--- config.mk ---
export PLATFORM = sky130hd
export DESIGN_NAME = ram_log_reader_flat
export DESIGN_NICKNAME = d
export VERILOG_FILES = /design/src/rtl/ram_log_reader_if.sv /design/src/rtl/ram_log_reader.sv /design/src/flat_wrapper.sv
export SDC_FILE = /design/constraint.sdc
export NUM_CORES = 1
export LEC_CHECK = 0
export ABC_AREA = 1
export BUFFER_PORTS_ARGS = -buffer_cell sky130_fd_sc_hd__buf_2
export CAP_MARGIN = 20
export CELL_PAD_IN_SITES_DETAIL_PLACEMENT = 1
export CELL_PAD_IN_SITES_GLOBAL_PLACEMENT = 2
export CORE_ASPECT_RATIO = 1.1
export CORE_UTILIZATION = 33
export CTS_BUF_LIST = sky130_fd_sc_hd__clkbuf_4
export CTS_CLUSTER_SIZE = 28
export DETAILED_ROUTE_END_ITERATION = 10
export PLACE_DENSITY = 0.89
export RECOVER_POWER = 50
export SETUP_SLACK_MARGIN = 0.4
export SLEW_MARGIN = 30
export SYNTH_ARGS = -nofsm -noshare
export SYNTH_HDL_FRONTEND = slang
export SYNTH_SLANG_ARGS = --single-unit
--- constraint.sdc ---
create_clock -name clk -period 3.1 [get_ports clk]
set_input_delay 0.62 -clock clk [delete_from_list [all_inputs] [get_ports clk]]
set_output_delay 0.62 -clock clk [all_outputs]
set_load 0.005 [all_outputs]
--- src/rtl/ram_log_reader_if.sv ---
// Bundles the RAM read port, the outgoing byte stream and the dump command/status
// signals of ram_log_reader; master is the reader side, slave the environment side.
interface ram_log_reader_if #(
  parameter int RAM_WIDTH = 32,
  parameter int AW        = 15
);
  logic                 i_start;
  logic [AW-1:0]        i_num_words;
  logic                 o_enbl_read;
  logic [AW-1:0]        o_read_adrs;
  logic [RAM_WIDTH-1:0] i_ram_data;
  logic [7:0]           o_byte;
  logic                 o_byte_valid;
  logic                 i_byte_ready;
  logic                 o_busy;
  logic                 o_done;

  modport master (
    input  i_start, i_num_words, i_ram_data, i_byte_ready,
    output o_enbl_read, o_read_adrs, o_byte, o_byte_valid, o_busy, o_done
  );

  modport slave (
    output i_start, i_num_words, i_ram_data, i_byte_ready,
    input  o_enbl_read, o_read_adrs, o_byte, o_byte_valid, o_busy, o_done
  );
endinterface

--- src/rtl/ram_log_reader.sv ---
// Walks the logging RAM from address 0, captures each word after the read latency and
// streams it MSB-byte-first over a valid/ready byte interface.
module ram_log_reader #(
    parameter int RAM_WIDTH    = 32,
    parameter int RAM_DEPTH    = 32768,
    parameter int READ_LATENCY = 1
) (
    input logic             clk,
    input logic             i_reset,
    ram_log_reader_if.master bus
);

    localparam int AW = $clog2(RAM_DEPTH);
    localparam int NB = RAM_WIDTH / 8;
    localparam int CW = (NB > 1) ? $clog2(NB) : 1;
    localparam logic [CW-1:0] LAST_BYTE = CW'(NB - 1);
    localparam logic [1:0]    LAT_LAST  = 2'(READ_LATENCY);

    typedef enum logic [1:0] {IDLE, ADDR, SEND, DONE} state_t;

    state_t               state_q, state_d;
    logic [AW-1:0]        num_q, num_d;
    logic [AW-1:0]        addr_q, addr_d;
    logic [CW-1:0]        byte_cnt_q, byte_cnt_d;
    logic [1:0]           lat_q, lat_d;
    logic [RAM_WIDTH-1:0] word_q, word_d;

    always_ff @(posedge clk) begin
        if (!i_reset) begin
            state_q    <= IDLE;
            num_q      <= '0;
            addr_q     <= '0;
            byte_cnt_q <= '0;
            lat_q      <= '0;
            word_q     <= '0;
        end else begin
            state_q    <= state_d;
            num_q      <= num_d;
            addr_q     <= addr_d;
            byte_cnt_q <= byte_cnt_d;
            lat_q      <= lat_d;
            word_q     <= word_d;
        end
    end

    always_comb begin
        state_d    = state_q;
        num_d      = num_q;
        addr_d     = addr_q;
        byte_cnt_d = byte_cnt_q;
        lat_d      = '0;
        word_d     = word_q;
        unique case (state_q)
            IDLE: begin
                if (bus.i_start) begin
                    num_d      = bus.i_num_words;
                    addr_d     = '0;
                    byte_cnt_d = '0;
                    state_d    = (bus.i_num_words != '0) ? ADDR : DONE;
                end
            end
            ADDR: begin
                // Address is held READ_LATENCY+1 cycles so data is valid on the exit edge.
                if (lat_q == LAT_LAST) begin
                    word_d     = bus.i_ram_data;
                    byte_cnt_d = '0;
                    state_d    = SEND;
                end else begin
                    lat_d = lat_q + 2'd1;
                end
            end
            SEND: begin
                if (bus.i_byte_ready) begin
                    word_d     = word_q << 8;
                    byte_cnt_d = byte_cnt_q + CW'(1);
                    if (byte_cnt_q == LAST_BYTE) begin
                        if (addr_q == num_q - AW'(1)) begin
                            state_d = DONE;
                        end else begin
                            addr_d  = addr_q + AW'(1);
                            state_d = ADDR;
                        end
                    end
                end
            end
            DONE:    state_d = IDLE;
            default: state_d = IDLE;
        endcase
    end

    always_comb begin
        bus.o_enbl_read  = (state_q != IDLE);
        bus.o_read_adrs  = addr_q;
        bus.o_byte_valid = (state_q == SEND);
        bus.o_byte       = (state_q == SEND) ? word_q[RAM_WIDTH-1 -: 8] : 8'h00;
        bus.o_busy       = (state_q != IDLE);
        bus.o_done       = (state_q == DONE);
    end

endmodule

--- src/flat_wrapper.sv ---
// flat-port wrapper written by rule: the top's interface ports become plain ports
module ram_log_reader_flat 
#(
    parameter int RAM_WIDTH    = 32,
    parameter int RAM_DEPTH    = 32768,
    parameter int READ_LATENCY = 1
)
  (clk, i_reset, bus_i_start, bus_i_num_words, bus_i_ram_data, bus_i_byte_ready, bus_o_enbl_read, bus_o_read_adrs, bus_o_byte, bus_o_byte_valid, bus_o_busy, bus_o_done);
  ram_log_reader_if #(.RAM_WIDTH(RAM_WIDTH), .AW(15)) bus_i ();
  input logic clk;
  input logic i_reset;
  input wire logic [$bits(bus_i.i_start)-1:0] bus_i_start;
  input wire logic [$bits(bus_i.i_num_words)-1:0] bus_i_num_words;
  input wire logic [$bits(bus_i.i_ram_data)-1:0] bus_i_ram_data;
  input wire logic [$bits(bus_i.i_byte_ready)-1:0] bus_i_byte_ready;
  output wire logic [$bits(bus_i.o_enbl_read)-1:0] bus_o_enbl_read;
  output wire logic [$bits(bus_i.o_read_adrs)-1:0] bus_o_read_adrs;
  output wire logic [$bits(bus_i.o_byte)-1:0] bus_o_byte;
  output wire logic [$bits(bus_i.o_byte_valid)-1:0] bus_o_byte_valid;
  output wire logic [$bits(bus_i.o_busy)-1:0] bus_o_busy;
  output wire logic [$bits(bus_i.o_done)-1:0] bus_o_done;
  assign bus_i.i_start = bus_i_start;
  assign bus_i.i_num_words = bus_i_num_words;
  assign bus_i.i_ram_data = bus_i_ram_data;
  assign bus_i.i_byte_ready = bus_i_byte_ready;
  assign bus_o_enbl_read = bus_i.o_enbl_read;
  assign bus_o_read_adrs = bus_i.o_read_adrs;
  assign bus_o_byte = bus_i.o_byte;
  assign bus_o_byte_valid = bus_i.o_byte_valid;
  assign bus_o_busy = bus_i.o_busy;
  assign bus_o_done = bus_i.o_done;
  ram_log_reader #(.RAM_WIDTH(RAM_WIDTH), .RAM_DEPTH(RAM_DEPTH), .READ_LATENCY(READ_LATENCY)) u_core (.clk(clk), .i_reset(i_reset), .bus(bus_i));
endmodule
==> flow_summary_export.csv <==
group,metric,value,unit
sta,finalHoldViolations,0,
placement,gp_congestion,0.806,
flow_run,drv_cap,0,
cts,cts_setup_buffers,0,
routing,ant_nets,0,
synthesis,syn_avg_cell_area,6.63,um2
cts,cts_buffers,9,
synthesis,synth_top_cell_by_area,"dfxtp_1",
sta,period_needed,2.62,ns
worst_setup_path,crit_type,"flip-flop to primary output",
worst_setup_path,end_kind,"primary output",
global_route,grt_pass1_wl,19500,um
placement,hpwl,8970,um
synthesis,ys_ff_latch,68,
pwr,fin_total_pwr,0.00346,W
cts,clock_latency,0.43,ns
placement,port_buffers,77,
sta,drv_slew,0,
synthesis,yosysWarnings,0,
sta,fmax,381,MHz
worst_setup_path,critPathTopFamily,"buffers and inverters",
worst_setup_path,worst-path-buf-inv,4,
cts,clkTransAtPathRegs,0.12,ns
routing,firstDrtPassIters,7,
cts,postCtsResizedCells,0,
worst_setup_path,slowest_stage,"nand2_1",
synthesis,yosys-top-cells-area,"dfxtp_1 (35%), nand2_1 (15%), nor2_1 (5.6%)",
routing,viasPerCell,4.95,
die,die_w,105,um
pwr,leakagePower,1.96,nW
global_route,antenna_found_initial,0,
worst_setup_path,cp.required,2.48,ns
cells_and_area,antenna_cells,0,
sta,worst_clock_skew,0.0115,ns
synthesis,ys_types,32,
cts,cts_tree,"yes",
routing,wl_per_cell,14.5,um
cells_and_area,fin_nets,707,
pwr,vdd_drop_max,0.265,mV
sta,rsz0062_at_grt,"false",
global_route,grt_pass1_vias,4014,
cts,htreeDepth,3,
synthesis,synth_nets,637,
die,ios,78,
sta,period_share,84.6,%
cts,cts_buffer_depth,2,
worst_setup_path,critPathMostFrequentCell,"inv_1",
sta,relSlewSlack,50.2,%
worst_setup_path,max_stage_delay,0.55,ns
sta,setup_viol,0,
synthesis,synth_area,0.00386,mm2
routing,drc,2,
global_route,overflow,0,
cts,clock-sinks,68,
synthesis,synth_top_area_share,35.3,%
routing,drtIter0Drc,152,
worst_setup_path,cp_cell_sequence,"inv_1, nand2_1, buf_12, inv_1, buf_2",
synthesis,yosysSeqAreaShare,35.3,%
cts,cts_root_buf,"clkbuf_4",
die,dieArea,0.0121,mm2
worst_setup_path,crit_path_max_fanout,33,
outcome,status,"finished, violations left",
routing,num_vias,3988,
die,die_h,115,um
routing,wirelength,11700,um
pwr,power.density,767,mW/mm2
global_route,gr-usage-all-layers,20.4,%
worst_setup_path,worst_ep_arrival_time,2.00,ns
synthesis,synth_cells,582,
cells_and_area,drive_gt1_share,20.1,%
min_path,min_path_type,"input port to flip-flop",
worst_setup_path,cp-start-kind,"flip-flop",
die,start_util,33.7,%
global_route,grt_max_degree,44,
die,design.core.area,0.0114,mm2
sta,worst_pin_slew,0.745,ns
cells_and_area,area_delta_synth_final,17.0,%
die,rows,41,
outcome,failed_checks,"design-rule violations",
cts,holdBufCountCts,0,
sta,fin_setup_tns,0,ns
## layer usage
layer	track usage, %	vias to the layer above	wire length (um)
li1	-	2033	-
met1	26.0	1892	5570
met2	35.2	50	5710
met3	3.29	13	287
met4	6.85	0	156
met5	0	-	0
## synthesized netlist by cell type
cell type,instances
a21oi_1,26
a21oi_2,10
a31oi_1,25
buf_1,2
buf_2,1
buf_4,1
buf_6,1
buf_8,1
clkbuf_1,20
dfxtp_1,68
ha_1,4
inv_1,51
inv_2,4
nand2_1,157
nand2_2,13
nand3_1,39
nand3_2,1
nand3_4,1
nand3b_1,6
nand4_1,4
nor2_1,58
nor2_2,12
nor2_4,1
nor3_1,8
nor4_1,3
o211a_1,1
o21ai_0,41
o21ai_1,2
o21bai_1,2
o21bai_4,1
xnor2_1,4
xor2_1,14
## layout by cell type, fill, tap and decap left out, drive strengths merged, types with 8 or more instances in the layout
| cell type | n |
|---|---|
| buf | 75 |
| dfxtp | 68 |
| a31oi | 25 |
| o21ai | 43 |
| a21oi | 36 |
| inv | 55 |
| nand2 | 170 |
| nand3 | 41 |
| xor2 | 14 |
| nor3 | 8 |
| clkbuf | 20 |
| nor2 | 71 |
## worst min-delay path, delay by kind of cell
| kind | cells | cell delay, ns |
|---|---|---|
| compound gates | 1 | 0.07 |
| buf+inv | 1 | 0.09 |
| simple gates | 1 | 0.05 |
## registers in the layout, summed over array words and instances, names as in the netlist
name	flops
u_core.bus.o_read_adrs	15
u_core.lat_q	2
u_core.num_q	15
u_core.state_q	2
u_core.byte_cnt_q	2
u_core.word_q	32
## kinds of logic after synthesis
family / share of synthesized area (%)
buffers and inverters: 8.50
adders and majority gates: 1.30
xor gates and xnor gates: 4.09
and+or+nand+nor: 34.4
AOI/OAI and AO/OA: 16.4
DFF: 35.3
## path summary, 6_finish.rpt
kind              slack (ns)           endpoint          startpoint  cells after the start
setup reg to reg        0.60  u_core.word_q[13]   u_core.state_q[1]                      8
hold reg to reg         0.45    u_core.lat_q[0]     u_core.lat_q[0]                      1
hold / removal          0.44  u_core.word_q[31]  bus_i_ram_data[31]                      3
setup / recovery        0.48   bus_o_byte_valid   u_core.state_q[0]                      5
## cell type report
| cell class | instances | area (um2) |
|---|---|---|
| well taps | 150 | 188 |
| inverters | 55 | 206 |
| multi-input cells | 433 | 2160 |
| fillers | 1515 | 6930 |
| flip-flops and latches | 68 | 1360 |
| clock buffers | 10 | 75.1 |
| clock inverters | 5 | 77.6 |
| repair buffers | 85 | 440 |
## per-stage QoR
stage          utilization (%)  instance area [um2]  setup WS (ns)  hold WS, ns  instances
6_report                  39.5                 4510          0.478        0.439        806
2_1_floorplan                -                 3860           1.24        0.408        582
3_5_place_dp              38.3                 4380          0.757        0.429        791
4_1_cts                   39.6                 4530          0.715        0.413        806
5_1_grt                   39.5                 4510          0.292        0.424        806
3_3_place_gp              38.3                 4380          0.924        0.416        791
## power by group
group / leakage [nW] / total (W) / switching [W] / internal [W]
Sequential: 0.554 / 0.00121 / 0.000160 / 0.00105
Combinational: 1.32 / 0.00159 / 0.00107 / 0.000515
Clock: 0.0839 / 0.000656 / 0.000327 / 0.000329
Total: 1.96 / 0.00346 / 0.00156 / 0.00190
Power figures use the tool's default switching activity.
